[config.mk]
export PLATFORM = sky130hd
export DESIGN_NAME = slow_bus_ctrl
export DESIGN_NICKNAME = d
export VERILOG_FILES = /design/src/rtl/slow_bus_ctrl.sv
export SDC_FILE = /design/constraint.sdc
export NUM_CORES = 1
export LEC_CHECK = 0
export CORE_MARGIN = 5
export CORE_UTILIZATION = 40
export CTS_CLUSTER_SIZE = 14
export DETAILED_ROUTE_END_ITERATION = 10
export GPL_TIMING_DRIVEN = 0
export PLACE_DENSITY = 0.88
export SYNTH_ARGS = -nofsm -noshare
export SYNTH_HDL_FRONTEND = slang
export SYNTH_SLANG_ARGS = --single-unit
[constraint.sdc]
create_clock -name clk_48m -period 3.8 [get_ports clk_48m]
set_clock_uncertainty 0.05 [all_clocks]
set_input_delay 0.38 -clock clk_48m [delete_from_list [all_inputs] [get_ports clk_48m]]
set_output_delay 0.38 -clock clk_48m [all_outputs]
set_load 0.005 [all_outputs]
[src/rtl/slow_bus_ctrl.sv]
// slow_bus_ctrl
// Stretches CPU accesses that hit 1 MHz peripherals. A slow address raises
// mhz1_enable toward the clock-enable generator. One peripheral strobe is
// issued on the first 1 MHz enable after the generator has sampled the
// request. Read data is then held for the CPU until the next slow read.
module slow_bus_ctrl #(
  parameter bit FREDJIM_SLOW = 1'b1
) (
  input  logic        clk_48m,
  input  logic        reset,
  input  logic        cpu_clken,
  input  logic        mhz2_clken,
  input  logic        mhz1_clken,
  input  logic [15:0] cpu_addr,
  input  logic        cpu_rnw,
  input  logic [7:0]  cpu_dout,
  input  logic [7:0]  periph_din,
  output logic        mhz1_enable,
  output logic [7:0]  periph_addr,
  output logic [2:0]  periph_sel,
  output logic        periph_rnw,
  output logic [7:0]  periph_dout,
  output logic        periph_stb,
  output logic [7:0]  cpu_din,
  output logic        busy
);

  typedef enum logic [1:0] {
    ST_IDLE   = 2'd0,
    ST_ARMED  = 2'd1,
    ST_WAIT1M = 2'd2,
    ST_DONE   = 2'd3
  } state_t;

  state_t      state_q, state_d;
  logic        decode_slot_q;
  logic        mhz1_enable_q;
  logic [7:0]  periph_addr_q;
  logic [2:0]  periph_sel_q;
  logic        periph_rnw_q;
  logic [7:0]  periph_dout_q;
  logic [7:0]  cpu_din_q;

  logic        sheila_slow;
  logic        fred_slow;
  logic        jim_slow;
  logic        slow_hit;
  logic [2:0]  sel_dec;
  logic        latch_req;
  logic        stb;

  // Address decode: which slow region (if any) the current CPU address hits.
  always_comb begin
    sheila_slow = 1'b0;
    if (cpu_addr[15:8] == 8'hFE) begin
      case (cpu_addr[7:5])
        3'b000,              // FE00-FE1F
        3'b010, 3'b011,      // FE40-FE7F
        3'b110:              // FEC0-FEDF
          sheila_slow = 1'b1;
        default:
          sheila_slow = 1'b0;
      endcase
    end
    fred_slow = FREDJIM_SLOW && (cpu_addr[15:8] == 8'hFC);
    jim_slow  = FREDJIM_SLOW && (cpu_addr[15:8] == 8'hFD);
    sel_dec   = {jim_slow, fred_slow, sheila_slow};
    slow_hit  = |sel_dec;
  end

  // Next-state logic: arm on a slow decode, wait for the generator's sampling
  // edge, strobe on the following 1 MHz enable, then release on the CPU slot.
  always_comb begin
    state_d   = state_q;
    latch_req = 1'b0;
    stb       = 1'b0;
    case (state_q)
      ST_IDLE: begin
        if (decode_slot_q && slow_hit) begin
          state_d   = ST_ARMED;
          latch_req = 1'b1;
        end
      end
      ST_ARMED: begin
        // A 1 MHz enable coinciding with this 2 MHz edge is deliberately ignored.
        if (mhz2_clken) begin
          state_d = ST_WAIT1M;
        end
      end
      ST_WAIT1M: begin
        if (mhz1_clken) begin
          state_d = ST_DONE;
          stb     = 1'b1;
        end
      end
      ST_DONE: begin
        if (cpu_clken) begin
          state_d = ST_IDLE;
        end
      end
      default: begin
        state_d = ST_IDLE;
      end
    endcase
    // Reset must suppress a strobe that would coincide with it.
    if (reset) begin
      stb = 1'b0;
    end
  end

  // State register, decode slot delay and registered stretch request.
  always_ff @(posedge clk_48m) begin
    if (reset) begin
      state_q       <= ST_IDLE;
      decode_slot_q <= 1'b0;
      mhz1_enable_q <= 1'b0;
    end else begin
      state_q       <= state_d;
      decode_slot_q <= cpu_clken;
      mhz1_enable_q <= (state_d == ST_ARMED) || (state_d == ST_WAIT1M);
    end
  end

  // Access attributes latched when the request is armed; held until re-armed.
  always_ff @(posedge clk_48m) begin
    if (reset) begin
      periph_addr_q <= 8'h00;
      periph_sel_q  <= 3'b000;
      periph_rnw_q  <= 1'b1;
    end else if (latch_req) begin
      periph_addr_q <= cpu_addr[7:0];
      periph_sel_q  <= sel_dec;
      periph_rnw_q  <= cpu_rnw;
    end
  end

  // Write data captured on the strobe; read data returned to the CPU.
  always_ff @(posedge clk_48m) begin
    if (reset) begin
      periph_dout_q <= 8'h00;
      cpu_din_q     <= 8'hFF;
    end else if (stb) begin
      periph_dout_q <= cpu_dout;
      if (periph_rnw_q) begin
        cpu_din_q <= periph_din;
      end
    end
  end

  assign mhz1_enable = mhz1_enable_q;
  assign periph_addr = periph_addr_q;
  assign periph_sel  = periph_sel_q;
  assign periph_rnw  = periph_rnw_q;
  // The peripheral sees the live CPU data during the strobe cycle itself.
  assign periph_dout = stb ? cpu_dout : periph_dout_q;
  assign periph_stb  = stb;
  assign cpu_din     = cpu_din_q;
  assign busy        = (state_q != ST_IDLE);

  // At most one region is ever selected.
  a_sel_onehot: assert property (@(posedge clk_48m) disable iff (reset)
    $onehot0(periph_sel_q));

  // A strobe only happens while an access is in flight.
  a_stb_busy: assert property (@(posedge clk_48m) disable iff (reset)
    periph_stb |-> busy);

endmodule

Word-level counts from Yosys, hierarchy flattened
Index checks and enable logic that the tools add are counted.

operators by class
  equal/unequal tests = 11
  muxes and demuxes = 13
  reductions and logical operators = 8

operator list
  kind                                                  number
  equality test 8 bit (second input constant)           3
  two-way mux 2 bit                                     4
  two-way mux 8 bit                                     1
  case mux 2 bit (4 select lines)                       1
  two-way mux 1 bit                                     7
  equality test 2 bit (second input constant)           3
  equality test 3 x 2 -> 1 bit (second input constant)  2
  equality test 2 x 1 -> 1 bit (second input constant)  2
  OR reduction 4 bit                                    1
  equality test 3 bit (second input constant)           1
  zero test 3 bit                                       1
  OR reduction 3 bit                                    1
  zero test 2 bit                                       1
  AND reduction 2 bit                                   1
  nonzero test 2 bit                                    1
  logical AND 1 bit                                     1
  logical OR 1 bit                                      1

word-level totals
  bits in registers = 32
  bits of input ports = 38

Depth between registers and ports, before layout
  depth in word-level cells = 10
  gate-level depth with buffers = 5
  mapped depth without buffers = 4

Worst setup path before layout
No wires, ideal clock.

  kind = input -> register
  from = input port reset
  to = register cpu_din_q[0], in the netlist cpu_din[0]
  arrival = 1.668 ns
  required time = 3.630 ns
  slack = 1.963 ns
  cell stages on the path = 5
  path buffers = 2
  path through = clkbuf_1 nor4b_4 buf_2 nand2_2 a211o_1

on the way
  cells in the longest elaborated chain, start to end = 2

RTL lines
  what                                  RTL line  text
  start: declaration                    10        input logic reset,
  two-way mux 1 bit                     106       if (reset) begin
  via periph_stb                        23        output logic periph_stb,
  AND reduction 2 bit (no source line)  n/a
  end signal: assignment                145       cpu_din_q <= periph_din;
  end: declaration                      42        logic [7:0] cpu_din_q;

The timed path passes the listed nets, and every way through them passes these cells.
A chain may end at the register's enable or synchronous reset.

Worst setup path in the final report
  from = input port mhz1_clken
  to = output port periph_dout[7]

on the way
  cells in the longest elaborated chain, start to end = 4

RTL lines
  what                RTL line  text
  start: declaration  13        input logic mhz1_clken,
  two-way mux 1 bit   91        if (mhz1_clken) begin
  two-way mux 1 bit   77        case (state_q)
  two-way mux 1 bit   106
  two-way mux 8 bit   n/a
  end: declaration    22        output logic [7:0] periph_dout,

Every way passes these cells.

==> out/metrics.cfg <==
[logic_synthesis]
synthCells = 132
synthTopCellsByCount = dfxtp_1, a21oi_1, nand3_1, nor2b_1
synthTopCellsByArea = dfxtp_1, mux2_2, a211o_1
synth.ff_latch_count = 32
synth_top_area_share_pct = 48.7
synthArstFlopShare_pct = 0
synth_most_common_cell = dfxtp_1
synth_cell_types = 30
synth-main-ff-cell = dfxtp_1
netlist_area_sq_mm = 0.00132
synth_edf_count = 0
synth_top_cell_by_area = dfxtp_1
yosys_warnings = 0
syn_nets = 170
ys_seq_area_share_pct = 48.7
syn_area_per_cell_sq_um = 9.96

[detailed_routing]
ant_nets = 0
vias = 1254
drt-total-wl_um = 3570
wl_per_cell_um = 14.2
firstDrtPassIters = 4
viasPerCell = 5.00
drtIter0Drc = 110
drc = 0

[job]
cap_violations = 0

[global_route]
grt_antenna_before_repair = 0
gr-total-overflow = 0
grt_usage_pct = 17.4
grt_pass1_vias = 1302
grt_max_degree = 12
grt_pass1_wl_um = 5910

[final_layout]
n_fill_cell = 276
drive_above_1_share_pct = 12.1
nNetsFinal = 244
diodes = 0
syn2layout_area_growth_pct = 59.7
finish.instance_area_sq_mm = 0.00210

[sta]
finalHoldViolations = 0
fin_tns_setup_ps = 0
slew_headroom_pct = 50.3
setup_viol = 0
period_minus_slack_ps = 2730
max_freq_ghz = 0.366
finalCritPeriodShare_pct = 71.9
worstMarginPinSlew_ps = 744
rsz0062_at_grt = false
slew_violations = 0

[place]
gp_congestion = 0.758
io_buffers = 67
detailed_place_hpwl_um = 2790
postPlaceCellArea_sq_mm = 0.00204

[clocking]
cts-hold-fix-buffers = 0
cts.repair.resized = 0
clk_pin_slew_ps = 90
postCtsSetupBuffers = 0
clockRootBuffer = clkbuf_4
cts.sinks = 32
htreeDepth = 2
cts_tree = built
clk_latency_ps = 340
clockBufferDepth = 2
cts_buffers = 5

[floorplanning]
fp.coreArea_sq_mm = 0.00310
start_util_pct = 42.4
rows = 20
dieArea_sq_mm = 0.00453
die_w_um = 67.3
io_pins = 69
die_h_um = 67.3

[setup_path]
arrival_ps = 2300
path_max_fanout = 9
end_kind = output port
start_kind = primary input
cp.required_ps = 3370
worst-setup-path-type = in2out

[power_and_ir_drop]
leakagePower_nw = 0.773
ir_worst_vdd_mv = 0.267
power_density_mw_per_mm2 = 287

[run_status]
outcome = completed

[hold_path]
worst_hold_path_type = in2reg

-- final timing paths --
path	from	endpoint	slack (ps)	depth (start not counted)
setup reg to reg	state_q[0]	cpu_din[0]	1880	4
setup / recovery	mhz1_clken	periph_dout[7]	1070	5
hold / removal	reset	state_q[1]	390	2
hold reg to reg	cpu_din[2]	cpu_din[2]	420	1
-- sequential cells by signal, summed over array words and instances (netlist names) --
register,flops
periph_rnw,1
periph_addr,8
periph_sel,3
state_q,2
periph_dout_q,8
cpu_din,8
mhz1_enable,1
decode_slot_q,1
-- report_power, final --
| group | switching, mW | internal [mW] |
|---|---|---|
| sequential | 0.000383 | 0.336 |
| combinational | 0.0217 | 0.0389 |
| clock | 0.115 | 0.0912 |
-- cell families (layout without fill, tap and decap cells) --
kind of cell           Yosys count  count (layout)  synth area share [%]
muxes                           10              10                  8.47
DFF                             32              32                  48.7
AOI/OAI and AO/OA               36              36                  18.1
and+or+nand+nor                 45              45                  21.9
buffers and inverters            9              84                  2.85
-- area by class of cell --
| cell class | count | area, sq um | area share, % |
|---|---|---|---|
| Buffer | 8 | 33.8 | 1.61 |
| Clock buffer | 8 | 58.8 | 2.80 |
| Inverter | 1 | 3.75 | 0.179 |
| Multi-Input combinational cell | 91 | 637 | 30.3 |
| Sequential cell | 32 | 641 | 30.5 |
| Tap cell | 44 | 55.1 | 2.62 |
| Timing Repair Buffer | 67 | 671 | 31.9 |
-- placed cells by master (no fill, tap or decap), drive strengths merged, types with 3 or more instances in the layout --
cell type	instances
clkdlybuf4s50	67
dfxtp	32
clkbuf	13
a21oi	12
o21ai	11
nand3	10
nor2b	10
mux2	9
and3	9
a211o	8
buf	3
nand2	3
-- stage by stage --
step / utilization, % / hold WS [ps] / power [mW] / cells / setup slack (ps)
after floorplan: - / 411 / 0.360 / 132 / 1960
after global placement: 65.8 / 393 / 0.404 / 243 / 1080
after detailed placement: 65.8 / 403 / 0.405 / 243 / 1010
after CTS: 67.7 / 379 / 0.610 / 251 / 1040
after global routing: 67.7 / 434 / 0.629 / 251 / 895
final: 67.7 / 387 / 0.603 / 251 / 1070
-- critical path: stages --
cell,delay [ps]
clkdlybuf4s50_1,450
inv_1,70
nor4b_4,520
mux2_2,410
clkdlybuf4s50_1,470
-- routing by layer --
metal	vias to the layer above	routed length [um]	part of all wire [%]	global-route usage, %
met2	54	1710	48	30.4
met1	563	1410	39	18.1
met4	0	53	1.5	6.84
met3	5	392	11	7.82
li1	632	-	-	-
met5	-	0	0	0
(Power assumes the default switching activity.)
